<file path="src/rtl/frame_sequencer_pkg.sv">
// Shared types and defaults for the Game-of-Life frame scheduler.
package frame_seq_pkg;

    typedef enum logic [2:0] {
        BOOT,
        IDLE,
        LIFE_ISSUE,
        LIFE_WAIT,
        SWAP,
        TX_ISSUE,
        TX_WAIT,
        LATCH
    } state_t;

    localparam int CLK_HZ            = 12000000;
    localparam int UPDATE_CYCLES_DEF = CLK_HZ / 2;               // 0.5 s
    localparam int RESET_CYCLES_DEF  = (CLK_HZ / 1000000) * 300; // 300 us

    // Bits needed for a counter running 0..n-1 (never less than one bit).
    function automatic int cnt_w(input int n);
        return (n <= 2) ? 1 : $clog2(n);
    endfunction

endpackage

</file>
<file path="src/rtl/frame_sequencer_if.sv">
// Start/done handshake between the sequencer, the life engine and the WS2812 controller.
interface frame_sequencer_if;
    logic life_start;
    logic life_done;
    logic tx_start;
    logic tx_done;

    modport master (output life_start, output tx_start, input life_done, input tx_done);
    modport slave  (input life_start, input tx_start, output life_done, output tx_done);
endinterface

</file>
<file path="src/rtl/frame_sequencer_period_timer.sv">
// Free-running auto-update period counter; advances only while run_en is high.
module period_timer
    import frame_seq_pkg::*;
#(
    parameter int UPDATE_CYCLES = UPDATE_CYCLES_DEF
) (
    input  logic clk,
    input  logic rst,
    input  logic run_en,
    output logic tick
);
    localparam int           W    = cnt_w(UPDATE_CYCLES);
    localparam logic [W-1:0] LAST = W'(UPDATE_CYCLES - 1);

    logic [W-1:0] period_cnt;

    // Pausing freezes the count so a resumed run keeps its phase.
    always_ff @(posedge clk) begin
        if (rst)
            period_cnt <= '0;
        else if (run_en)
            period_cnt <= (period_cnt == LAST) ? '0 : period_cnt + W'(1);
    end

    assign tick = run_en && (period_cnt == LAST);
endmodule

</file>
<file path="src/rtl/frame_sequencer.sv">
// Schedules life-engine generations, front/back buffer swaps and WS2812 frame transmits.
module frame_sequencer
    import frame_seq_pkg::*;
#(
    parameter int UPDATE_CYCLES = UPDATE_CYCLES_DEF,
    parameter int RESET_CYCLES  = RESET_CYCLES_DEF,
    parameter int GEN_W         = 16
) (
    input  logic              clk,
    input  logic              rst,
    input  logic              run_en,
    input  logic              update_req,
    frame_sequencer_if.master hs,
    output logic              buf_sel,
    output logic              latch_active,
    output logic              busy,
    output logic [GEN_W-1:0]  gen_count,
    output logic [7:0]        overrun_cnt
);
    localparam int            LW         = cnt_w(RESET_CYCLES);
    localparam logic [LW-1:0] LATCH_LAST = LW'(RESET_CYCLES - 1);

    state_t        state, state_nxt;
    logic          tick;
    logic          req;
    logic          pending;
    logic [LW-1:0] latch_cnt;

    period_timer #(.UPDATE_CYCLES(UPDATE_CYCLES)) u_timer (
        .clk    (clk),
        .rst    (rst),
        .run_en (run_en),
        .tick   (tick)
    );

    assign req = tick || update_req;

    always_comb begin
        state_nxt = state;
        case (state)
            BOOT:       state_nxt = TX_ISSUE;   // show the seed frame before evolving
            IDLE:       if (pending || req) state_nxt = LIFE_ISSUE;
            LIFE_ISSUE: state_nxt = LIFE_WAIT;
            LIFE_WAIT:  if (hs.life_done) state_nxt = SWAP;
            SWAP:       state_nxt = TX_ISSUE;
            TX_ISSUE:   state_nxt = TX_WAIT;
            TX_WAIT:    if (hs.tx_done) state_nxt = LATCH;
            LATCH:      if (latch_cnt == LATCH_LAST) state_nxt = IDLE;
            default:    state_nxt = BOOT;
        endcase
    end

    always_ff @(posedge clk) begin
        if (rst) begin
            state       <= BOOT;
            pending     <= 1'b0;
            latch_cnt   <= '0;
            buf_sel     <= 1'b0;
            gen_count   <= '0;
            overrun_cnt <= '0;
        end else begin
            state <= state_nxt;

            // Requests arriving while busy collapse into a single deferred update.
            if (state == IDLE)
                pending <= 1'b0;
            else if (req)
                pending <= 1'b1;

            if (state != IDLE && tick && pending && overrun_cnt != 8'hFF)
                overrun_cnt <= overrun_cnt + 8'd1;

            latch_cnt <= (state == LATCH && state_nxt == LATCH) ? latch_cnt + LW'(1) : '0;

            if (state == SWAP) begin
                buf_sel   <= ~buf_sel;
                gen_count <= gen_count + GEN_W'(1);
            end
        end
    end

    assign hs.life_start = (state == LIFE_ISSUE);
    assign hs.tx_start   = (state == TX_ISSUE);
    assign latch_active  = (state == LATCH);
    assign busy          = (state != IDLE);
endmodule

</file>
<file path="src/flat_wrapper.sv">
// flat-port wrapper written by rule: the top's interface ports become plain ports
module frame_sequencer_flat import frame_seq_pkg::*;
#(
    parameter int UPDATE_CYCLES = UPDATE_CYCLES_DEF,
    parameter int RESET_CYCLES  = RESET_CYCLES_DEF,
    parameter int GEN_W         = 16
)
  (clk, rst, run_en, update_req, buf_sel, latch_active, busy, gen_count, overrun_cnt, hs_life_start, hs_tx_start, hs_life_done, hs_tx_done);
  frame_sequencer_if hs_i ();
  input  logic clk;
  input  logic rst;
  input  logic run_en;
  input  logic update_req;
  output logic buf_sel;
  output logic latch_active;
  output logic busy;
  output logic [GEN_W-1:0] gen_count;
  output logic [7:0] overrun_cnt;
  output wire logic [$bits(hs_i.life_start)-1:0] hs_life_start;
  output wire logic [$bits(hs_i.tx_start)-1:0] hs_tx_start;
  input wire logic [$bits(hs_i.life_done)-1:0] hs_life_done;
  input wire logic [$bits(hs_i.tx_done)-1:0] hs_tx_done;
  assign hs_life_start = hs_i.life_start;
  assign hs_tx_start = hs_i.tx_start;
  assign hs_i.life_done = hs_life_done;
  assign hs_i.tx_done = hs_tx_done;
  frame_sequencer #(.UPDATE_CYCLES(UPDATE_CYCLES), .RESET_CYCLES(RESET_CYCLES), .GEN_W(GEN_W)) u_core (.clk(clk), .rst(rst), .run_en(run_en), .update_req(update_req), .hs(hs_i), .buf_sel(buf_sel), .latch_active(latch_active), .busy(busy), .gen_count(gen_count), .overrun_cnt(overrun_cnt));
endmodule
</file>
<file path="config.mk">
export PLATFORM = sky130hd
export DESIGN_NAME = frame_sequencer_flat
export DESIGN_NICKNAME = d
export VERILOG_FILES = /design/src/rtl/frame_sequencer_pkg.sv /design/src/rtl/frame_sequencer_if.sv /design/src/rtl/frame_sequencer_period_timer.sv /design/src/rtl/frame_sequencer.sv /design/src/flat_wrapper.sv
export SDC_FILE = /design/constraint.sdc
export NUM_CORES = 1
export LEC_CHECK = 0
export CAP_MARGIN = 20
export CORE_AREA = 3 3 78 80
export DETAILED_ROUTE_END_ITERATION = 8
export DIE_AREA = 0 0 81 83
export DONT_BUFFER_PORTS = 1
export PLACE_DENSITY_LB_ADDON = 0.3
export SLEW_MARGIN = 10
export SYNTH_ARGS = -nofsm -noshare
export SYNTH_HDL_FRONTEND = slang
export SYNTH_SLANG_ARGS = --single-unit
</file>
<file path="constraint.sdc">
create_clock -name clk -period 2.69 [get_ports clk]
set_clock_uncertainty 0.05 [all_clocks]
set_input_delay 0.807 -clock clk [delete_from_list [all_inputs] [get_ports clk]]
set_output_delay 0.807 -clock clk [all_outputs]
set_load 0.02 [all_outputs]
</file>
== Word level (Yosys, flattened, before mapping) ==
Cells that the tools add are included.
Widths: inputs -> output; s select.

* Output and inout bits: 29
* Flip-flop bits (word level): 64
* Input port bits: 6

* Eq/ne operators: 12
* $add $sub $neg: 4
* Mux-type cells: 6
* Reductions and logical operators: 11
* Bitwise gates (word level): 2

{| class="wikitable"
|+ Operator list
! kind !! count
|-
| $add 23x1->23 const B || 1
|-
| $eq 23x23->1 const B || 1
|-
| $mux 23 || 1
|-
| $pmux 3 s7 || 1
|-
| $add 16x1->16 const B || 1
|-
| $eq 3x3->1 const B || 5
|-
| $add 12x1->12 const B || 1
|-
| $eq 12x12->1 const B || 1
|-
| $mux 3 || 4
|-
| $add 8x1->8 const B || 1
|-
| $ne 8x8->1 const B || 1
|-
| $eq 3x2->1 const B || 2
|-
| $reduce_or 2->1 || 3
|-
| $logic_and 1x1->1 || 5
|-
| $eq 3x1->1 const B || 1
|-
| $logic_not 3->1 || 1
|-
| $ne 3x1->1 const B || 1
|-
| $logic_or 1x1->1 || 2
|-
| $not 1->1 || 2
|}

== Longest topological paths before layout ==
Gate-level depths: netlist (run 1).

* Word-level depth: 10
* Depth in mapped cells: 8

== Modules after synthesis ==
Synthesis (run 1) repeated with hierarchy kept, for this count alone.

* Cells, all modules: 354
* Area total of the unflattened synthesis: 3101.7 um^2

{| class="wikitable"
|+ By module, submodules not included
! module !! area each (um^2) !! cells an instance !! instances
|-
| frame_sequencer || 1930.6 || 217 || 1
|-
| period_timer || 1171.1 || 137 || 1
|}

== Worst setup path before layout (run 1) ==
Ideal clock, no wire load.

* Path type: input port to flip-flop
* Start point: in run_en
* End point: reg u_core.overrun_cnt[7]
* Arrival time: 1.988 ns
* Cell stages on the path: 6
* Path slack: 0.582 ns
* Path buffers: 1
* Library setup time: 0.070 ns
* Cell sequence: and3_1 -> buf_4 -> nand4_4 -> nor4_4 -> or3b_1 -> a21oi_1

* Cells in the longest elaborated chain, start to end: 4

{| class="wikitable"
|+ Ends and longest elaborated chain
! what !! RTL line !! source
|-
| start: declaration || flat_wrapper.sv:12 || <nowiki>input logic run_en;</nowiki>
|-
| $logic_and 1x1->1 || frame_sequencer_period_timer.sv:25 || <nowiki>assign tick = run_en && (period_cnt == LAST);</nowiki>
|-
| $logic_and 1x1->1 (3 in a row) || frame_sequencer.sv:70 || <nowiki>if (state != IDLE && tick && pending && overrun_cnt != 8'hFF)</nowiki>
|-
| end signal: assignment || frame_sequencer.sv:71 || <nowiki>overrun_cnt <= overrun_cnt + 8'd1;</nowiki>
|-
| end: declaration || frame_sequencer.sv:18 || <nowiki>output logic [7:0] overrun_cnt</nowiki>
|}

No other way between the ends.
A chain may end at the register's enable or synchronous reset.

== Worst setup path in the final report (run 1) ==
* Start point: reg u_core.state[0]
* End point: out busy

* Cells in the longest elaborated chain, start to end: 1

{| class="wikitable"
|+ Ends and longest elaborated chain
! what !! RTL line !! source
|-
| start: declaration || frame_sequencer.sv:23 || <nowiki>state_t state, state_nxt;</nowiki>
|-
| start signal: assignment || frame_sequencer.sv:62 || <nowiki>state <= state_nxt;</nowiki>
|-
| $ne 3x1->1 || frame_sequencer.sv:85 || <nowiki>assign busy = (state != IDLE);</nowiki>
|-
| end: declaration || flat_wrapper.sv:16 || <nowiki>output logic busy;</nowiki>
|}

No other way between the ends.

==> results.cfg, run 1 <==
[setup_path]
critical_path_class = reg -> out
crit_buf_inv = 0
critical_path.top_delay_family = simple AND/OR/NAND/NOR gates
cp.depth = 1
worstPathRequired_ns = 1.83
start_kind = flip-flop
cp_data_arrival_time_ns = 1.43
timing.reg2reg.worst_path_depth = 5
worst-path-max-fanout = 9
endpoint_kind = output port
max_stage_delay_ns = 0.59
worst_path_max_delay_cell = sky130_fd_sc_hd__or3b_1
critical_path.cell_chain = or3b_1

[yosys]
ys_seq_elements = 64
ys_dominant_reg_cell = sky130_fd_sc_hd__dfxtp_1
syn_area_mm2 = 0.00294
async_flop_share_pct = 0
mappedNetlistNets = 330
synth.lib_cells_used.distinct = 47
synth_seq_area_share_pct = 43.6
post_synth_inst_count = 320
synth_edf_count = 0
yosysWarnings = 0
syn_area_per_cell_um2 = 9.18

[clock_tree]
clock_latency_ns = 0.34
post_cts.repair.setup_buffers = 0
cts.clk_slew.worst_paths_ns = 0.06
cts-resized-gates = 0
ctsRootBufferMaster = sky130_fd_sc_hd__clkbuf_8
cts_tree = done
max-clock-path-buffers = 2
cts_made_buffers = 9
h-tree-depth = 3
cts-hold-fix-buffers = 0
cts.sinks = 64

[sta]
timing.final.crit_share_pct = 84.9
finalSetupViolations = 0
timing.setup.tns_ns = 0
max_clock_freq_mhz = 438
timing_worst_slew_pin_value_ns = 0.422
finalHoldViolations = 0
slew_headroom_pct = 71.8
period_minus_slack_ns = 2.28
unrepaired_setup_endpoints_after_global_routing = no
final_max_slew_viol_count = 0
finalWorstSetupSlack_ns = 0.407

[route]
routed-via-count = 2150
ant_nets = 0
drt_iter0_markers = 109
drt-total-wl_mm = 5.35
firstDrtPassIters = 4
avgRoutedWirePerCell_um = 13.5
drcViolationCount = 0
avgViaCountPerCell = 5.43

[cells_and_area]
n_antenna_cell = 0
drive_above_1_share_pct = 10.2
final_common_cell = sky130_fd_sc_hd__dfxtp_1
nNetsFinal = 330
seq_area_mm2 = 0.00128
nFillCells = 488
syn2layout_area_growth_pct = 7.45
multiInputGateArea_mm2 = 0.00158
most-common-layout-cells = 64 x sky130_fd_sc_hd__dfxtp_1, 55 x sky130_fd_sc_hd__nor2_1, 29 x sky130_fd_sc_hd__xor2_1, 24 x sky130_fd_sc_hd__nand3_1, 19 x sky130_fd_sc_hd__xnor2_1
post-route-util_pct = 57.7
final_design_area_no_fill_mm2 = 0.00316

[placement]
placement.cell_area_mm2 = 0.00299
placement.setup.worst_slack_ns = 0.538
hpwlAfterDp_mm = 3.74
globalplace.congestion = 0.766
place.port_buffers = 0

[global_routing]
first_pass_grt_wire_length_mm = 9.34
antenna_found_initial = 0
globalRouteOverflowTotal = 0
grt_start_max_net_pins = 36
via_count_of_the_first_global_routing_pass = 2120
global_route.usage.total_pct = 17.5

[die]
die_w_um = 81
core_region_area_mm2 = 0.00547
die-height_um = 83
dieArea_mm2 = 0.00672
floorplan.initialDensity_pct = 53.7
io_pins = 35
number_of_standard_cell_rows_in_the_floorplan = 27

[pwr]
total_leakage_power_nw = 1.17
powerDensity_mw_per_mm2 = 585
ir_drop_v = 0.000390
design_power_total_mw = 1.85

[outcome]
outcome = finished clean

[flow_run]
timing.max_cap.violations = 0

[min_path]
hold-path-cell-count = 1
hp-class = reg -> reg
[logic make-up (layout without fill, tap and decap cells)]
family                     count (synthesis)  count (layout)  share of synthesized area, %
DFF                                       64              64                          43.6
muxes                                      4               4                          1.36
AOI/OAI and AO/OA                         22              22                          5.15
buffers and inverters                     19              23                          2.72
xor gates and xnor gates                  48              48                          14.3
adders and majority gates                  4               4                          1.70
and+or+nand+nor                          159             159                          31.2
[sequential cells by signal, indices dropped and copies added (netlist names)]
name	cells
u_core.latch_cnt	12
u_core.overrun_cnt	8
u_core.pending	1
u_core.buf_sel	1
u_core.gen_count	16
u_core.u_timer.period_cnt	23
u_core.state	3
[cells in the mapped netlist, drive strengths merged (2+ instances only)]
cell | n | area, um2
dfxtp | 64 | 1280
or3 | 4 | 25.0
nand2 | 17 | 63.8
a211oi | 2 | 15.0
and3 | 14 | 91.3
ha | 4 | 50.1
clkbuf | 8 | 30.0
nor2b | 2 | 12.5
and2 | 3 | 20.0
and4 | 6 | 55.1
nand3 | 24 | 120
o21ai | 6 | 30.0
xor2 | 29 | 254
nor4 | 5 | 52.6
or3b | 2 | 17.5
nor3 | 6 | 41.3
nor3b | 2 | 26.3
inv | 6 | 22.5
a21oi | 7 | 35.0
buf | 5 | 27.5
nor2 | 55 | 206
mux2i | 4 | 40.0
or2 | 2 | 12.5
nand4 | 11 | 105
o31ai | 2 | 15.0
xnor2 | 19 | 166
nor4b | 3 | 41.3
[where the power goes]
| part | switching [mW] | internal, mW |
|---|---|---|
| logic | 0.0661 | 0.0486 |
| registers | 0.0460 | 0.971 |
| clock network | 0.343 | 0.372 |
[metrics by stage]
| stage | hold slack (ns) | instances |
|---|---|---|
| after floorplan | 0.363 | 320 |
| after global placement | 0.382 | 381 |
| after detailed placement | 0.383 | 381 |
| after CTS | 0.394 | 396 |
| after global routing | 0.418 | 396 |
| final | 0.392 | 396 |
[per-layer routing]
layer  global-route usage, %  vias up  part of all wire (%)
met4                    5.22        0                  0.50
li1                        -     1101                     -
met3                    7.81        3                   4.9
met5                       0        -                     0
met2                    26.3       36                    46
met1                    22.4     1010                    49
[area by class of cell]
cell class | count | share of cell area (%)
clock buffer | 11 | 4.79
timing repair buffer | 2 | 0.475
tap | 72 | 2.85
multi-input combinational | 237 | 50.0
sequential | 64 | 40.6
inverter | 6 | 0.713
clock inverter | 4 | 0.634
[path summary, 6_finish.rpt]
path,slack [ns],endpoint,startpoint
min reg2reg,0.39,u_core.latch_cnt[0],u_core.latch_cnt[0]
max reg2reg,0.61,u_core.overrun_cnt[7],u_core.state[1]
max,0.41,busy,u_core.state[0]
min,0.39,u_core.latch_cnt[0],u_core.latch_cnt[0]
No activity file was read; power rests on OpenSTA's default activity.
==> run 2, diff against run 1 <==
Clock period 2.69 ns to 2 ns, I/O delays scaled along.
==> run 2 against run 1 <==
Global-route usage increased by 0.40 points. Sequential share of layout area is 3.0 points lower. Register-to-register slack got worse by 0.43 ns. Final area rose by 8.2%. First-iteration DRC count decreased by 15%. Clock power up 73%. Critical endpoint unchanged. Highest routed layer unchanged.
==> results.cfg, run 2 (synthesis gave the netlist of run 1 again) <==
[sta]
period_minus_slack_ns = 1.95
max_clock_freq_mhz = 513
finalSetupViolations = 0
final_hold_slack_ns = 0.284
final_max_slew_viol_count = 0
unrepaired_setup_endpoints_after_global_routing = yes
finalWorstSetupSlack_ns = 0.0513
timing.final.crit_share_pct = 97.4
timing_worst_slew_pin_value_ns = 0.502
slew_headroom_pct = 66.4
finalHoldViolations = 0

[setup_path]
worst-path-max-fanout = 8
crit_buf_inv = 1
critical_path.cell_chain = or3b_4 > buf_4
cp_data_arrival_time_ns = 1.30
worstPathRequired_ns = 1.35
critical_path_class = reg -> out
worst_path_max_delay_cell = sky130_fd_sc_hd__or3b_4
critical_path.top_delay_family = simple AND/OR/NAND/NOR gates
endpoint_kind = output port
max_stage_delay_ns = 0.43
start_kind = flip-flop

[cells_and_area]
nNetsFinal = 351
n_antenna_cell = 0
nFillCells = 469
most-common-layout-cells = 63 x sky130_fd_sc_hd__dfxtp_1, 54 x sky130_fd_sc_hd__nor2_1, 29 x sky130_fd_sc_hd__xor2_1, 24 x sky130_fd_sc_hd__nand3_1, 22 x sky130_fd_sc_hd__buf_4
post-route-util_pct = 62.4
number_of_flip_flops_in_the_largest_register = 23
final_common_cell = sky130_fd_sc_hd__dfxtp_1
largest_register = u_core.u_timer.period_cnt
syn2layout_area_growth_pct = 16.3
drive_above_1_share_pct = 17.3
biggestRegsByFlops = u_core.u_timer.period_cnt x23, u_core.gen_count x16, u_core.latch_cnt x12

[clock_tree]
cts_tree = done
post_cts.repair.setup_buffers = 0
cts_made_buffers = 9
cts.sinks = 64
max-clock-path-buffers = 2
ctsRootBufferMaster = sky130_fd_sc_hd__clkbuf_8
clock_latency_ns = 0.33
cts.clk_slew.worst_paths_ns = 0.07
h-tree-depth = 3

[global_routing]
first_pass_grt_wire_length_mm = 9.59
global_route.usage.total_pct = 17.9
via_count_of_the_first_global_routing_pass = 2171
antenna_found_initial = 0
grt_start_max_net_pins = 36
globalRouteOverflowTotal = 0

[route]
drt_iter0_markers = 93
drt-total-wl_mm = 5.51
ant_nets = 0
routed-via-count = 2250
drcViolationCount = 0
firstDrtPassIters = 4
avgViaCountPerCell = 5.38
avgRoutedWirePerCell_um = 13.2

[pwr]
total_leakage_power_nw = 1.31
powerDensity_mw_per_mm2 = 819
ir_drop_v = 0.000678
design_power_total_mw = 2.80

[die]
die_w_um = 81
io_pins = 35
die-height_um = 83
core_region_area_mm2 = 0.00547
floorplan.initialDensity_pct = 53.7
dieArea_mm2 = 0.00672
number_of_standard_cell_rows_in_the_floorplan = 27

[min_path]
hp-class = in -> reg

[placement]
globalplace.congestion = 0.750
placement.setup.worst_slack_ns = 0.0875
place.port_buffers = 0
hpwlAfterDp_mm = 3.91

[flow_run]
timing.max_cap.violations = 0

[outcome]
outcome = finished clean
[run 2: timing repair]
| action | CTS | global route |
|---|---|---|
| setup endpoints to repair | 2 | 2 |
| hold endpoints to repair | 0 | 0 |
| hold buffers | 0 | 0 |
| gates resized for setup | 4 | 2 |
[run 2: worst paths after layout]
check        slack, ns                         start                   to  cells past startpoint
max               0.05               u_core.state[2]                 busy                      2
min               0.28                           rst  u_core.gen_count[2]                      1
max reg2reg       0.18  u_core.u_timer.period_cnt[0]       u_core.pending                      6
min reg2reg       0.39           u_core.latch_cnt[0]  u_core.latch_cnt[0]                      1
[run 2: area by class of cell]
class,instances,area (um2),share of cell area [%]
Tap cell,72,90.1,2.64
Inverter,6,22.5,0.659
Clock inverter,1,30.0,0.879
Clock buffer,15,206,6.04
Sequential cell,64,1280,37.5
Timing Repair Buffer,23,185,5.42
Multi-Input combinational cell,237,1600,46.8
[run 2: power breakdown]
part / internal [mW] / switching (mW) / leakage (nW) / total (mW)
clock: 0.781 / 0.460 / 0.122 / 1.24
sequential: 1.31 / 0.0477 / 0.517 / 1.35
combinational: 0.0944 / 0.111 / 0.675 / 0.205
total: 2.18 / 0.618 / 1.31 / 2.80
[run 2: routing by layer]
layer | wire length [um] | vias to the layer above | global-route usage, %
met3 | 292 | 12 | 5.97
met2 | 2600 | 41 | 27.9
met5 | 0 | - | 0
met1 | 2510 | 1061 | 22.1
met4 | 108 | 0 | 7.68
li1 | - | 1136 | -
[run 2: through the flow]
stage / TNS [ns] / cells / instance area, um2
floorplan: 0 / 320 / 2940
global placement: 0 / 402 / 3160
detailed placement: 0 / 402 / 3160
CTS: 0 / 418 / 3400
global route: -0.000172 / 418 / 3420
finish: 0 / 418 / 3420
==> run 3, diff against run 2 <==
Settings changed: CELL_PAD_IN_SITES_DETAIL_PLACEMENT set to 1, CELL_PAD_IN_SITES_GLOBAL_PLACEMENT set to 1, CORE_AREA 3 3 78 80 to 3 3 83 85, DIE_AREA 0 0 81 83 to 0 0 86 88.
Clock period 2 ns to 1.95 ns, I/O delays scaled along.
==> run 3 against run 2 <==
Non-clock buffer count grew 4. Final area grew 0.92%. Count of clock-buffer cells in the layout shrank 2. Setup slack lost 0.024 ns. Critical path depth grew 4. Worst hold slack lost 0.025 ns. Clock power is essentially flat. Flip-flop and latch count is the same. Die area grew 13%. Critical path type is now reg -> reg. Critical endpoint is now u_core.overrun_cnt[7].
==> results.cfg, run 3 (synthesis gave the netlist of run 1 again) <==
[placement]
hpwlAfterDp_mm = 4.55
globalplace.congestion = 0.777
place.port_buffers = 0

[setup_path]
worst_path_max_delay_cell = sky130_fd_sc_hd__or3b_1
worst-path-max-fanout = 6
critical_path.cell_chain = ha_1 > and3_2 > nand4_4 > nor4_4 > or3b_1 > a21oi_1
endpoint_kind = flip-flop
critical_path_class = reg -> reg
cp_data_arrival_time_ns = 2.15
crit_buf_inv = 0
worstPathRequired_ns = 2.17
max_stage_delay_ns = 0.41
critical_path.startpoint = u_core.u_timer.period_cnt[0]
rr_startpoint = u_core.u_timer.period_cnt[0]
start_kind = flip-flop
critical_path.top_delay_family = simple AND/OR/NAND/NOR gates

[pwr]
total_leakage_power_nw = 1.32
ir_drop_v = 0.000546
design_power_total_mw = 2.87
powerDensity_mw_per_mm2 = 832

[cells_and_area]
largest_register = u_core.u_timer.period_cnt
syn2layout_area_growth_pct = 17.3
nFillCells = 735
nNetsFinal = 355
drive_above_1_share_pct = 18.3
number_of_flip_flops_in_the_largest_register = 23
biggestRegsByFlops = u_core.u_timer.period_cnt x23, u_core.gen_count x16, u_core.latch_cnt x12
most-common-layout-cells = 62 x sky130_fd_sc_hd__dfxtp_1, 53 x sky130_fd_sc_hd__nor2_1, 29 x sky130_fd_sc_hd__xor2_1, 24 x sky130_fd_sc_hd__nand3_1, 23 x sky130_fd_sc_hd__buf_4
post-route-util_pct = 54.9
n_antenna_cell = 0
final_common_cell = sky130_fd_sc_hd__dfxtp_1

[route]
drt_iter0_markers = 100
ant_nets = 0
avgRoutedWirePerCell_um = 15.1
routed-via-count = 2297
drt-total-wl_mm = 6.44
firstDrtPassIters = 4
avgViaCountPerCell = 5.38
drcViolationCount = 0

[die]
floorplan.initialDensity_pct = 46.8
number_of_standard_cell_rows_in_the_floorplan = 29
die-height_um = 88
die_w_um = 86
dieArea_mm2 = 0.00757
core_region_area_mm2 = 0.00628
io_pins = 35

[clock_tree]
post_cts.repair.setup_buffers = 0
cts_made_buffers = 9
h-tree-depth = 3
cts_tree = done
cts-hold-fix-buffers = 0
clock_latency_ns = 0.34
cts.clk_slew.worst_paths_ns = 0.07
cts.sinks = 64
max-clock-path-buffers = 2
ctsRootBufferMaster = sky130_fd_sc_hd__clkbuf_8

[global_routing]
first_pass_grt_wire_length_mm = 10.5
globalRouteOverflowTotal = 0
grt_start_max_net_pins = 36
via_count_of_the_first_global_routing_pass = 2289
antenna_found_initial = 0
global_route.usage.total_pct = 17.9

[sta]
timing_worst_slew_pin_value_ns = 0.409
final_max_slew_viol_count = 0
unrepaired_setup_endpoints_after_global_routing = yes
slew_headroom_pct = 72.5
period_minus_slack_ns = 1.92
finalSetupViolations = 0
finalHoldViolations = 0
timing.final.crit_share_pct = 98.6
timing.setup.tns_ns = 0
max_clock_freq_mhz = 520

[min_path]
hp-class = in -> reg
worst_hold_startpoint = rst

[outcome]
outcome = finished clean

[flow_run]
timing.max_cap.violations = 0
run 3: power by group:
part           internal [mW]  switching, mW  total, mW  leakage (nW)
registers               1.34         0.0381       1.38         0.518
clock network          0.755          0.481       1.24         0.108
logic                  0.115          0.138      0.253         0.698
run 3: worst reg2reg max path, cell delays in order (launching register included):
cell	delay, ns
sky130_fd_sc_hd__dfxtp_1	0.37
sky130_fd_sc_hd__ha_1	0.18
sky130_fd_sc_hd__and3_2	0.22
sky130_fd_sc_hd__nand4_4	0.14
sky130_fd_sc_hd__nor4_4	0.34
sky130_fd_sc_hd__or3b_1	0.41
sky130_fd_sc_hd__a21oi_1	0.15
run 3: what timing repair did:
item,4_1_cts,5_1_grt
resized for setup,10,4
setup endpoints to repair,3,4
pin swaps,1,2
cloned,0,0
run 3: worst paths after layout:
kind	to	slack [ns]	cells past startpoint
worst max-delay path	u_core.overrun_cnt[7]	0.03	6
worst min-delay path	u_core.overrun_cnt[0]	0.26	1
worst max register to register	u_core.overrun_cnt[7]	0.03	6
worst min register to register	u_core.latch_cnt[0]	0.42	1
run 3: layer usage:
layer	track usage (%)	vias to the layer above	wire, um
li1	-	1147	-
met1	21.6	1108	2910
met2	28.5	32	3180
met3	7.34	10	260
met4	6.91	0	89
met5	0	-	0
run 3: per-stage QoR:
step / hold WS, ns / instances / setup WS [ns] / cell area (um2)
after global placement: 0.378 / 411 / 0.0948 / 3190
final: 0.259 / 427 / 0.0274 / 3450
after global routing: 0.231 / 427 / -0.0686 / 3450
after floorplan: 0.363 / 320 / 0.0638 / 2940
after detailed placement: 0.409 / 411 / 0.0373 / 3190
after CTS: 0.240 / 427 / 0.00299 / 3440
run 3: final cells by class:
cell class / count / area [um2] / area share, %
Tap cell: 77 / 96.3 / 2.79
Sequential cell: 64 / 1290 / 37.3
Inverter: 6 / 22.5 / 0.653
Clock buffer: 13 / 149 / 4.32
Timing Repair Buffer: 27 / 226 / 6.57
Clock inverter: 3 / 65.1 / 1.89
Multi-Input combinational cell: 237 / 1600 / 46.5
